### src/rtl/led_blink_multi.sv
// Multi-channel LED driver: per-channel OFF/ON/BLINK/BLINK_INV modes with a
// shared blink prescaler and shared PWM counter so equal settings stay phase-locked.
module led_blink_multi #(
  parameter int unsigned g_CHANNELS   = 4,
  parameter int unsigned g_COUNT_TICK = 25000,
  parameter int unsigned g_PWM_BITS   = 4
) (
  input  logic                             i_Clk,
  input  logic                             i_Rst,
  input  logic [2*g_CHANNELS-1:0]          i_Mode,
  input  logic [8*g_CHANNELS-1:0]          i_Half,
  input  logic [g_PWM_BITS*g_CHANNELS-1:0] i_Duty,
  output logic [g_CHANNELS-1:0]            o_LED
);

  localparam int unsigned PRE_W = (g_COUNT_TICK > 2) ? $clog2(g_COUNT_TICK) : 1;
  localparam logic [PRE_W-1:0] PRE_LAST = PRE_W'(g_COUNT_TICK - 1);
  localparam logic [g_PWM_BITS-1:0] DUTY_FULL = {g_PWM_BITS{1'b1}};

  typedef enum logic [1:0] {
    MODE_OFF       = 2'b00,
    MODE_ON        = 2'b01,
    MODE_BLINK     = 2'b10,
    MODE_BLINK_INV = 2'b11
  } mode_e;

  logic [PRE_W-1:0]      pre_cnt;
  logic [PRE_W-1:0]      pre_cnt_nxt;
  logic                  tick_c;
  logic [g_PWM_BITS-1:0] pwm_cnt;

  logic [7:0]            blink_cnt     [g_CHANNELS];
  logic [7:0]            blink_cnt_nxt [g_CHANNELS];
  logic [g_CHANNELS-1:0] phase;
  logic [g_CHANNELS-1:0] phase_nxt;
  logic [g_CHANNELS-1:0] led_nxt;

  mode_e                 mode_c    [g_CHANNELS];
  logic [7:0]            half_m1_c [g_CHANNELS];
  logic [g_CHANNELS-1:0] pwm_on_c;

  // Per-channel field extraction; a half-period of 0 behaves like 1.
  for (genvar n = 0; n < g_CHANNELS; n++) begin : g_dec
    logic [7:0]            half;
    logic [g_PWM_BITS-1:0] duty;
    assign half         = i_Half[8*n +: 8];
    assign duty         = i_Duty[g_PWM_BITS*n +: g_PWM_BITS];
    assign mode_c[n]    = mode_e'(i_Mode[2*n +: 2]);
    assign half_m1_c[n] = (half == 8'd0) ? 8'd0 : half - 8'd1;
    assign pwm_on_c[n]  = (duty == DUTY_FULL) || (pwm_cnt < duty);
  end

  always_comb begin
    tick_c      = (pre_cnt == PRE_LAST);
    pre_cnt_nxt = tick_c ? '0 : pre_cnt + PRE_W'(1);
  end

  // Blink state advance and next LED drive, evaluated against current state.
  always_comb begin
    phase_nxt = phase;
    led_nxt   = '0;
    for (int unsigned n = 0; n < g_CHANNELS; n++) begin
      blink_cnt_nxt[n] = blink_cnt[n];
      unique case (mode_c[n])
        MODE_OFF:       led_nxt[n] = 1'b0;
        MODE_ON:        led_nxt[n] = pwm_on_c[n];
        MODE_BLINK:     led_nxt[n] = phase[n] & pwm_on_c[n];
        MODE_BLINK_INV: led_nxt[n] = ~phase[n] & pwm_on_c[n];
        default:        led_nxt[n] = 1'b0;
      endcase
      if ((mode_c[n] == MODE_OFF) || (mode_c[n] == MODE_ON)) begin
        blink_cnt_nxt[n] = 8'd0;
        phase_nxt[n]     = 1'b0;
      end else if (tick_c) begin
        // >= rather than == so a shrunk half-period toggles instead of wrapping.
        if (blink_cnt[n] >= half_m1_c[n]) begin
          blink_cnt_nxt[n] = 8'd0;
          phase_nxt[n]     = ~phase[n];
        end else begin
          blink_cnt_nxt[n] = blink_cnt[n] + 8'd1;
        end
      end
    end
  end

  always_ff @(posedge i_Clk) begin
    if (i_Rst) begin
      pre_cnt <= '0;
      pwm_cnt <= '0;
      phase   <= '0;
      o_LED   <= '0;
      for (int unsigned n = 0; n < g_CHANNELS; n++) begin
        blink_cnt[n] <= 8'd0;
      end
    end else begin
      pre_cnt <= pre_cnt_nxt;
      pwm_cnt <= pwm_cnt + g_PWM_BITS'(1);
      phase   <= phase_nxt;
      o_LED   <= led_nxt;
      for (int unsigned n = 0; n < g_CHANNELS; n++) begin
        blink_cnt[n] <= blink_cnt_nxt[n];
      end
    end
  end

endmodule

### config.mk
export PLATFORM = sky130hd
export DESIGN_NAME = led_blink_multi
export DESIGN_NICKNAME = d
export VERILOG_FILES = /design/src/rtl/led_blink_multi.sv
export SDC_FILE = /design/constraint.sdc
export NUM_CORES = 1
export LEC_CHECK = 0
export BUFFER_PORTS_ARGS = -buffer_cell sky130_fd_sc_hd__buf_2
export CAP_MARGIN = 20
export CORE_MARGIN = 2
export CORE_UTILIZATION = 45
export CTS_CLUSTER_SIZE = 12
export DETAILED_ROUTE_END_ITERATION = 16
export GPL_TIMING_DRIVEN = 1
export PLACE_DENSITY = 0.65
export SYNTH_ARGS = -nofsm -noshare
export SYNTH_HDL_FRONTEND = slang
export SYNTH_SLANG_ARGS = --single-unit
export TNS_END_PERCENT = 50
### constraint.sdc
create_clock -name i_Clk -period 8.6 [get_ports i_Clk]
set_input_delay 0.86 -clock i_Clk [delete_from_list [all_inputs] [get_ports i_Clk]]
set_output_delay 0.86 -clock i_Clk [all_outputs]
set_load 0.05 [all_outputs]
# Word-level counts from Yosys, hierarchy flattened
# Memories as Yosys holds them, arrays and structs flattened.
# Index checks and enable logic that the tools add are counted.
[word_totals]
mem_bits_rw = 32
mem_count = 1
elab_cells = 111
ff_bits = 27
[op_classes]
n_reduce_logical = 25
mux = 27
add_sub_neg = 10
eq_ne = 17
n_bitwise = 16
n_lt_le_gt_ge = 8
[mem_list]
columns = ["memory", "words", "width", "read_ports", "rd_clocked_by_memory_dff", "wr", "line_no", "rtl"]
rows = [
  ["blink_cnt", 4, 8, 4, 0, 4, "32", "logic [7:0] blink_cnt [g_CHANNELS];"],
]
[op_table]
columns = ["op", "count"]
rows = [
  ["two-way mux 8 bit", 20],
  ["adder 8 x 1 -> 8 bit, second input constant", 4],
  [">= comparator 8 bit", 4],
  ["logical NOT 8 bit", 4],
  ["subtractor 8 x 1 -> 8 bit, second input constant", 4],
  ["== test 2 bit, second input constant", 8],
  ["== test 4 bit, second input constant", 4],
  ["less-than comparator 4 bit", 4],
  ["one-hot mux 1 bit (4 select lines)", 4],
  ["adder 15 x 1 -> 15 bit, second input constant", 1],
  ["== test 15 bit, second input constant", 1],
  ["OR reduction 2 bit", 5],
  ["bitwise AND 1 bit", 8],
  ["== test 2 x 1 -> 1 bit, second input constant", 4],
  ["logical NOT 2 bit", 4],
  ["logical OR 1 bit", 8],
  ["AND reduction 2 bit", 4],
  ["adder 4 x 1 -> 4 bit, second input constant", 1],
  ["inverter 1 bit", 4],
  ["OR 1 bit", 4],
  ["two-way mux 1 bit", 3],
]

# Logic depth before layout (Yosys ltp)
[depth]
ltp_word = 7
depth_mapped = 13
depth_no_buf = 12

# Worst setup path after synthesis
# OpenSTA, ideal clock, no wires.
[synth_timing]
path_type = "input to register"
from = "in i_Half[8]"
to = "mem blink_cnt[1][7]"
t_required_ns = 8.499
slack_ns = 5.294
path_stages = 13
setup_time_ns = 0.101
n_path_buf = 1
arrival_ns = 3.205
cell_sequence = "inv_1 -> ha_1 -> nor2b_1 -> nand3b_1 -> or3_1 -> and2_1 -> ha_1 -> and3_1 -> o21ai_0 -> a31o_2 -> buf_2 -> nand3_1 -> o41ai_1"
[synth_lines]
columns = ["element", "line_no", "rtl"]
rows = [
  ["from (decl)", "11", "input logic [8*g_CHANNELS-1:0] i_Half,"],
  ["to (decl)", "32", ""],
]

==> results by group <==
Power and ir drop
  • Gate power share: 13.9%
  • Sw Share: between 20 and 30%
  • Tot Pwr: ~630 uW
  • Cell area power density: 123 nW/um^2
  • Internal power: 453 uW
  • Clock Power Share: 41.4%
  • VDD IR max: 0.0792 mV
  • P_leak: 0.00235 uW
  • Register share of total power: between 40% and 50%
  • Psw: 174 uW

Worst setup path
  • Reg2reg path depth: 5
  • Crit. Startpoint: i_Half[0]
  • Critical path's largest stage delay: around 0.5 ns
  • Worst setup path endpoint: blink_cnt[0][5]
  • CP Cell Sequence: buf_2 -> inv_1 -> ha_1 -> nor2b_1 -> nand3b_1 -> or3_1 -> and2_1 -> ha_1 -> nand2b_1 -> a31oi_1 -> o31ai_1 -> buf_2 -> nor3_2 -> a22o_1
  • WS Path Type: in -> reg
  • CP Launch Type: primary input
  • Critical path depth: 14
  • R2R Setup Slk: 6.44 ns
  • Cell family with most CP delay: simple AND/OR/NAND/NOR gates
  • Bufs and invs on worst path: 3
  • Reg2Reg Capture Point: pre_cnt[10]
  • Worst EP required: between 8 and 9 ns
  • CP max FO: 8
  • Worst Setup End Kind: flip-flop
  • Crit Reg-Reg Startpoint: pre_cnt[0]
  • WP data arrival: roughly 3.8 ns
  • Crit path max-delay cell type: o31ai_1

Synthesis
  • Sequential area share after synthesis: 26.4%
  • Post-synth EDFFs: 0
  • Syn nets: 657
  • Post-Syn Instances: approximately 550
  • Count leader, synth: dfxtp_1
  • Synth async-reset ratio: 0%
  • Syn Std Cell Area: 4480 sq um
  • Leading area contributor after synthesis: dfxtp_1
  • Distinct cells, synth: 52
  • Post-synth top cells: 59 x dfxtp_1, 54 x ha_1, 49 x nand2_1
  • Flops & latches, synth: 59
  • Ys Warns: 0
  • Top cell type's share of synthesized area: 26.4%
  • Syn_area_per_cell: 8.22 sq um
  • Synth top area cells: dfxtp_1 26%, ha_1 15%, nor2b_1 4.2%
  • Prevailing post-synth register cell: dfxtp_1

STA
  • Final min period: 3.50 ns
  • Fin. Hold Viols: 0
  • # setup viols final: 0
  • Worst Skew: 0.0113 ns
  • Peak Freq: between 200 and 300 MHz
  • TNS Setup: 0 ns
  • Min Hold Slack: between 0.4 and 0.5 ns
  • Worst-margin pin slew: 0.719 ns
  • RSZ-0062 raised after global routing: false
  • Relative slew slack: 52.0%
  • Final period util: around two fifths
  • Final Max Tran Viols: 0

CTS
  • CTS Root Cell: clkbuf_8
  • H-tree depth: 3
  • CTS clk-pin slew, worst paths: around 0.080 ns
  • Post-CTS setup buffer count: 0
  • CTS resizes: 0
  • CTS tree: yes
  • Worst-skew pair later-pin latency: between 0.3 and 0.4 ns
  • CTS Hold Buffers Added: 0
  • Cts bufs inserted: 9
  • CTS Buffer Depth: 2
  • Num Clock Sinks: 59

Route
  • Routed vias: 4045
  • DRT iter0 DRCs: ~170
  • Final wirelength: 9.61 mm
  • Drt drc: 0
  • Vias per inst: 5.47
  • Wire per inst: 13.0 um
  • DRT Pass-1 Iters: 4
  • Post-route ant nets: 0

Finish
  • Area occupied by multi-input gates: about 3100 sq um
  • N_diodes: 0
  • NumNets Final: 714
  • # fillers: 959
  • Share of cells above drive strength 1: 14.5%
  • Register area: 1180 sq um
  • Synth-to-Final Area Change: 13.4%

Global route
  • Initial antenna violation count: 0
  • Largest net degree at the start of global routing: 37
  • Global route overflow: 0
  • First-pass GRT wire length: 16.6 mm
  • Total GRT Usage: a little under a fifth
  • Vias in the first global route: 3712

Placement
  • IO buf count: 61
  • Detailed Place HPWL: around 7.4 mm
  • RD Place Congestion: 0.896

Hold path
  • HP Class: reg -> reg

Job
  • Max cap viols: 0

Floorplanning
  • # IOs: 62
  • Die X: 104 um
  • Die span in y: 104 um
  • Starting Density: between 40% and 50%
  • Core Region: 9730 sq um
  • Die ar.: 10800 sq um
  • Rows: 36

Outcome
  • Status: finished clean
## worst register-to-register path: cells and delay by family, from the launching register on
family | cells | cell delay, ns
adders and majority gates | 1 | 0.24
and+or+nand+nor | 4 | 1.43
DFF | 1 | 0.36
## state kept, by name, indices dropped and copies added (netlist names)
signal     cells
blink_cnt     32
pre_cnt       15
phase          4
pwm_cnt        4
o_LED          4
## layer usage
| layer | wire length [um] | track usage, % |
|---|---|---|
| met4 | 80 | 3.19 |
| met2 | 4450 | 30.7 |
| met3 | 392 | 4.53 |
| met5 | 0 | 0 |
| met1 | 4690 | 23.7 |
## metrics by stage
step	utilization, %	setup slack, ns	instance area [sq um]	instances
after floorplan	-	5.29	4480	545
after global placement	50.0	4.45	4870	722
after detailed placement	50.2	4.77	4880	724
after CTS	52.2	5.11	5080	740
after global routing	52.2	4.82	5080	740
final	52.2	5.10	5080	740
## worst min-delay path by stage
| stage | startpoint | end | slack (ns) | cells after the start |
|---|---|---|---|---|
| floorplan | pre_cnt[0] | pre_cnt[0] | 0.42 | 1 |
| global placement | pre_cnt[0] | pre_cnt[0] | 0.43 | 1 |
| detailed placement | pre_cnt[0] | pre_cnt[0] | 0.44 | 1 |
| CTS | pre_cnt[0] | pre_cnt[0] | 0.45 | 1 |
| global route | pre_cnt[0] | pre_cnt[0] | 0.47 | 1 |
| finish | pre_cnt[0] | pre_cnt[0] | 0.45 | 1 |
## placed cells by master, fill, tap and decap left out, types with 7 or more instances in the layout
cell type and count:
nor3b_1 7, or3_1 9, a21o_1 14, and3_1 16
a22o_1 12, clkbuf_8 9, xor2_1 19, ha_1 54
dfxtp_1 59, buf_2 62, inv_1 31, nand2b_1 19
nor2b_1 30, nor2_1 34, nand2_1 49, nand4_1 11
nand3_1 23, nor3_1 13, xnor2_1 12, o31ai_1 16
o21ai_0 11, a21oi_1 19
## cell families after synthesis
logic type,after synthesis,share of synthesized area [%]
AOI/OAI and AO/OA,110,17.6
xor gates and xnor gates,31,6.06
adders and majority gates,54,15.1
buffers and inverters,48,4.47
DFF,59,26.4
muxes,5,1.12
and+or+nand+nor,238,29.3
## power by group through the flow
| stage | sequential [uW] | clock (uW) | combinational, uW |
|---|---|---|---|
| 2_1_floorplan | 291 | 0 | 53.0 |
| 4_1_cts | 280 | 267 | 88.1 |
| 6_report | 280 | 259 | 87.2 |
| 5_1_grt | 281 | 276 | 100 |
| 3_5_place_dp | 287 | 0 | 87.8 |
| 3_3_place_gp | 287 | 0 | 83.9 |
## final cells by class
| cell class | instances | share of cell area, % |
|---|---|---|
| Multi-Input combinational cell | 438 | 61.0 |
| Sequential cell | 59 | 23.2 |
| Timing Repair Buffer | 63 | 6.25 |
| Tap cell | 133 | 3.28 |
| Clock buffer | 9 | 2.44 |
| Inverter | 31 | 2.29 |
| Clock inverter | 7 | 1.50 |
No activity file was read; power rests on OpenSTA's default activity.
